--- config.mk ---
export PLATFORM = sky130hd
export DESIGN_NAME = incrementor_seq
export DESIGN_NICKNAME = d
export VERILOG_FILES = /design/src/rtl/incrementor_seq.sv
export SDC_FILE = /design/constraint.sdc
export NUM_CORES = 1
export LEC_CHECK = 0
export ABC_AREA = 1
export CAP_MARGIN = 20
export CORE_UTILIZATION = 40
export CTS_CLUSTER_SIZE = 25
export DETAILED_ROUTE_END_ITERATION = 6
export PLACE_DENSITY_LB_ADDON = 0.08
export SLEW_MARGIN = 5
export SYNTH_ARGS = -nofsm -noshare
export SYNTH_HDL_FRONTEND = slang
export SYNTH_SLANG_ARGS = --single-unit
export TNS_END_PERCENT = 5
--- constraint.sdc ---
create_clock -name clk -period 1 [get_ports clk]
set_input_delay 0.1 -clock clk [delete_from_list [all_inputs] [get_ports clk]]
set_output_delay 0.1 -clock clk [all_outputs]
set_load 0.01 [all_outputs]
--- src/rtl/incrementor_seq.sv ---
// Sequential incrementor: adds `steps` to `inp` one +1 per cycle, with sticky overflow flag.
// Optional build macro INCREMENTOR_SATURATE_EN clamps the accumulator at all-ones instead of wrapping.
module incrementor_seq #(
    parameter int WIDTH = 4
) (
    input  logic             clk,
    input  logic             rst,
    input  logic             in_valid,
    output logic             in_ready,
    input  logic [WIDTH-1:0] inp,
    input  logic [WIDTH-1:0] steps,
    output logic [WIDTH-1:0] o,
    output logic             carry,
    output logic             out_valid,
    input  logic             out_ready,
    output logic             busy
);

    localparam logic [WIDTH-1:0] MAX_VAL = {WIDTH{1'b1}};

    typedef enum logic [1:0] {
        IDLE = 2'd0,
        RUN  = 2'd1,
        DONE = 2'd2
    } state_t;

    state_t            state_q, state_d;
    logic [WIDTH-1:0]  acc_q, acc_d;
    logic [WIDTH-1:0]  cnt_q, cnt_d;
    logic              carry_q, carry_d;

    function automatic logic [WIDTH-1:0] inc_acc(input logic [WIDTH-1:0] a);
`ifdef INCREMENTOR_SATURATE_EN
        return (a == MAX_VAL) ? MAX_VAL : a + 1'b1;
`else
        return a + 1'b1;
`endif
    endfunction

    always_ff @(posedge clk or posedge rst) begin
        if (rst) begin
            state_q <= IDLE;
            acc_q   <= '0;
            cnt_q   <= '0;
            carry_q <= 1'b0;
        end else begin
            state_q <= state_d;
            acc_q   <= acc_d;
            cnt_q   <= cnt_d;
            carry_q <= carry_d;
        end
    end

    always_comb begin
        state_d = state_q;
        acc_d   = acc_q;
        cnt_d   = cnt_q;
        carry_d = carry_q;
        unique case (state_q)
            IDLE: begin
                if (in_valid) begin
                    acc_d   = inp;
                    cnt_d   = steps;
                    carry_d = 1'b0;
                    state_d = (steps != '0) ? RUN : DONE;
                end
            end
            RUN: begin
                // Overflow is flagged on the attempt, whether the build wraps or saturates.
                acc_d   = inc_acc(acc_q);
                carry_d = carry_q | (acc_q == MAX_VAL);
                cnt_d   = cnt_q - 1'b1;
                if (cnt_q == {{(WIDTH-1){1'b0}}, 1'b1}) begin
                    state_d = DONE;
                end
            end
            DONE: begin
                if (out_ready) begin
                    state_d = IDLE;
                end
            end
            default: state_d = IDLE;
        endcase
    end

    // All handshake outputs decode registered state only, so no input-to-output paths exist.
    assign in_ready  = (state_q == IDLE);
    assign busy      = (state_q == RUN);
    assign out_valid = (state_q == DONE);
    assign o         = acc_q;
    assign carry     = carry_q;

endmodule
# ---- Yosys cells after proc, flatten, opt, wreduce, memory -nomap -nowiden
# Index checks and enable logic that the tools add are counted.
dict set report word_totals {
  reg_bits 11
  output_inout_bits 8
  latchBits 0
  mem_bits_ro 0
  word_cells 30
  ram_bits 0
  n_memories 0
  input_bits 12
}
dict set report op_classes {
  shift 0
  n_addsub 2
  n_bitwise 1
  n_eq_ne 7
  muxes 11
  div_mod_pow 0
  n_mul 0
  n_reduce_logical 5
  order_cmp 0
}
# cell count
set op_table {}
lappend op_table {{$pmux 4 s2} 2}
lappend op_table {{$mux 2} 4}
lappend op_table {{$mux 4} 2}
lappend op_table {{$pmux 2 s3} 1}
lappend op_table {{$add 4x1->4 const B} 1}
lappend op_table {{$eq 4x1->1 const B} 1}
lappend op_table {{$eq 4x4->1 const B} 1}
lappend op_table {{$ne 2x1->1 const B} 2}
lappend op_table {{$reduce_bool 4->1} 1}
lappend op_table {{$sub 4x1->4 const B} 1}
lappend op_table {{$reduce_and 3->1} 1}
lappend op_table {{$eq 2x1->1 const B} 1}
lappend op_table {{$eq 2x2->1 const B} 1}
lappend op_table {{$logic_not 2->1} 1}
lappend op_table {{$ne 2x2->1 const B} 1}
lappend op_table {{$pmux 1 s2} 1}
lappend op_table {{$reduce_and 2->1} 1}
lappend op_table {{$reduce_bool 2->1} 1}
lappend op_table {{$mux 1} 1}
lappend op_table {{$or 1x1->1} 1}

# ---- Longest topological paths before layout
dict set report depth {
  ltp_word 4
  mapped_depth 7
  ltp_nobuf 6
}

# ---- Least setup slack after synthesis
# No wires, ideal clock.
dict set report synth_path {
  kind {reg2reg}
  startpoint {register acc_q[0] (netlist: o[0])}
  endpoint {register acc_q[2] (netlist: o[2])}
  path_slack_ns -0.072
  t_arrival_ns 0.949
  synth_period_minus_slack_ns 1.072
  path_stages_with_launch 5
  setup_time_ns 0.123
  t_required_ns 0.877
  path_buffers 0
  path_cell_list {dfrtp_1 -> ha_1 -> xor2_1 -> nor2_1 -> o21ai_1}
}
dict set report synth_via {
  elab_chain_cells 2
}
# element line_no
set synth_rtl {}
lappend synth_rtl {{from (decl)} 28} ;# logic [WIDTH-1:0] acc_q, acc_d;
lappend synth_rtl {{from (signal assigned)} 43} ;# acc_q <= '0;
lappend synth_rtl {{from (signal assigned)} 48} ;# acc_q <= acc_d;
lappend synth_rtl {{$add 4x1->4} 36} ;# return a + 1'b1;
lappend synth_rtl {{$pmux 4 s2} 59} ;# unique case (state_q)
# No other way between the ends.
# A chain may end at the register's enable or synchronous reset.

# ---- Worst setup path after layout
dict set report layout_path {
  startpoint {register state_q[0]}
  endpoint {register acc_q[0] (netlist: o[0])}
}
dict set report layout_via {
  elab_chain_cells 3
  word_cells_on_any_way 6
  classes_between {2 x eq/ne; 1 x mux; 3 x reduce/logical}
}
# element line_no
set layout_rtl {}
lappend layout_rtl {{from (decl)} 27} ;# state_t state_q, state_d;
lappend layout_rtl {{from (signal assigned)} 47} ;# state_q <= state_d;
lappend layout_rtl {{$eq 2x1->1 / $logic_not 2->1 (equally long branches)} 59}
lappend layout_rtl {{$reduce_bool 2->1 (no line) / $ne 2x2->1 (equally long branches)} -}
lappend layout_rtl {{$reduce_and 2->1 (no line)} -}
# Parallel ways exist; a longest one is shown, timed or not.

==> reports/qor.txt <==
cells on worst reg2reg path: 9
global placement routability congestion: 0.837
peak supply drop: 1.98 mV
syn_nets: 105
Gate Count Post-Synth: 90
Startpoint Class: register
Setup violations, final: 14
die width: 42.5 um
# IOs: 20
total CTS buffers: 3
Hold Crit Class: in2async
Core ar.: 0.00152 mm^2
design area: 0.00108 mm^2
layout cells sized above 1: 32.3%
YS warnings: 0
part of the power in registers: 23.0%
pre-CTS WS: -285 ps
measured slew at the worst slew-check pin: 183 ps
WS Path Type: reg2reg
Pint: 2020 uW
ranking of synthesized cells by area: dfrtp_1, nand2_1, nor2_1
final WL: 1760 um
RSZ-0062 raised after global routing: true
synth unique cells: 14
DRT Pass-1 Iters: 4
initial antenna violation count: 0
H-tree depth reported by CTS: 1
setup ws final: -259 ps
Layout area overhead: 64.1%
area of placed instances: 973 um^2
top cell type's share of synthesized area: 42.0%
drt drc: 0
leak pwr: 0.000546 uW
CP max FO: 5
switching pwr: 1570 uW
Seq/Total Area, Yosys: 42.0%
Slew HR: 87.7%
Post-Layout Cell Count: 149
Port Buffers: 19
Worst path max stage delay: 420 ps
Bufs and invs on worst path: 4
maxcap violations: 0
Starting Density: 43.0%
DR vias/cell: 4.83
WL per Instance: 11.8 um
power per cell area: 3330 mW/mm^2
vias in the first global route: 714
Clock Power Share: 8.9%
Die ar.: 0.00180 mm^2
post-layout util: 70.6%
initial DRC count: 9
largest net degree at the start of global routing: 9
# clock sinks: 11
grt ovf: 0
Top Family by Delay on Critical Path: buffers and inverters
GRT Overall Usage: 21.6%
R2R Setup Slk: -260 ps
post-route setup TNS: -2730 ps
worst-case clock skew: 0.150 ps
crit path DAT: 1470 ps
post-synth top area cell: dfrtp_1
clk buf depth: 2
Syn Area/Cell: 7.28 um^2
RR Startpoint: state_q[0]$_DFFE_PP0P_
fin crit share: 126%
status: finished with violations
Inst Count DP: 139
Worst path slowest cell: dfrtp_1
Final Critical Period: 1260 ps
Slew Limit Fails: 0
vias: 719
Switching Fraction: 43.7%
CTS Root Cell: clkbuf_4
row count: 14
FF+latch count, synth: 11
Antenna Nets Post-Route: 0
CTS tree: yes
failing checks: negative setup slack
Netlist Area Pre-Place: 656 um^2
Clock Latency Late Sink: 270 ps
Worst-path clk slew: 80 ps
worst reg2reg path endpoint: o[0]$_DFFE_PP0P_
diode count: 0
combinational power share: 68.1%
final layout net count: 149
critical path, cell by cell: buf_6, buf_6, buf_6, nand2_8, buf_4, nand2_1, o21ai_0, nand2_1, nand2_1
chip height: 42.5 um
Crit. Startpoint: state_q[0]$_DFFE_PP0P_
Final HPWL DP: 1330 um
required time of the critical path: 1210 ps
hold violation total from the final report: 0
cts hold-fix bufs: 0
critical path capture point type: register
Max Clk Rate: 794 MHz
first-pass GRT wire length: 2930 um
[placed cells by master, fill, tap and decap left out, types with 2 or more instances in the layout]
cell type / instances
nand2_2: 2
nand2_1: 21
clkbuf_2: 2
buf_2: 5
buf_4: 16
xor2_1: 2
nor2_1: 17
a21oi_1: 2
clkdlybuf4s50_1: 11
o21ai_0: 3
inv_1: 7
nand3_1: 6
o21ai_1: 7
ha_1: 2
dfrtp_1: 11
buf_6: 6
clkbuf_4: 3
[worst min-delay path, cell delays in order]
cell	delay, ps
clkdlybuf4s50_1	400
inv_1	70
buf_4	130
[registers in the layout, indices dropped and copies added (netlist names)]
| name | count |
|---|---|
| cnt_q | 4 |
| carry | 1 |
| o | 4 |
| state_q | 2 |
[power groups by stage]
stage | combinational (uW) | sequential, uW | clock [uW]
6_report | 2440 | 824 | 320
5_1_grt | 2710 | 848 | 337
4_1_cts | 2380 | 826 | 326
3_5_place_dp | 2030 | 883 | 0
3_3_place_gp | 1990 | 870 | 0
2_1_floorplan | 1030 | 919 | 0
[worst max-delay path by stage]
stage / endpoint / depth (start not counted) / slack (ps)
floorplan: o[2]$_DFFE_PP0P_ / 4 / -40
global placement: busy / 3 / -260
detailed placement: busy / 3 / -290
CTS: cnt_q[1]$_DFFE_PP0P_ / 9 / -220
global route: o[0]$_DFFE_PP0P_ / 9 / -310
finish: o[0]$_DFFE_PP0P_ / 9 / -260
[cell usage after synthesis]
cell type	instances
a21oi_1	3
o21ai_1	5
dfrtp_1	11
xor2_1	2
nor2_4	1
nand3_1	7
ha_1	3
inv_2	1
o21ai_0	7
nand2_2	2
buf_6	1
nand2_1	23
nor2_1	17
inv_1	7
[cell type report]
class | instances | area, um^2
inverters | 8 | 32.5
well taps | 16 | 20.0
flip-flops and latches | 11 | 275
clock buffers | 4 | 26.3
fillers | 123 | 448
multi-input cells | 70 | 389
repair buffers | 40 | 333
[stage by stage]
step / hold WS [ps] / power, uW
6_report: 100 / 3580
5_1_grt: 117 / 3900
4_1_cts: 103 / 3530
3_5_place_dp: 387 / 2920
3_3_place_gp: 380 / 2860
2_1_floorplan: -47.6 / 1950
[metal layers]
| layer | track usage [%] | wire [um] | share of wire [%] | vias up |
|---|---|---|---|---|
| li1 | - | - | - | 375 |
| met3 | 3.88 | 46 | 2.6 | 2 |
| met2 | 36.0 | 882 | 50 | 10 |
| met1 | 27.2 | 818 | 47 | 332 |
| met4 | 9.38 | 9 | 0.51 | 0 |
| met5 | 0 | 0 | 0 | - |
[repair_timing]
item                       in CTS  in global routing
pin swaps                       2                  1
resized for setup              40                 10
setup buffers                   6                  0
setup endpoints to repair      19                 17
[cells by family (layout without fill, tap and decap cells)]
family | after synthesis | count (layout) | synth area share [%]
AND/OR/NAND/NOR | 50 | 50 | 31.9
AO/OA/AOI/OAI | 15 | 15 | 11.4
flip-flops | 11 | 11 | 42.0
buffers and inverters | 9 | 52 | 6.30
adder cells (fa/ha/maj) | 3 | 3 | 5.73
XOR/XNOR | 2 | 2 | 2.67
(Power assumes the default switching activity.)
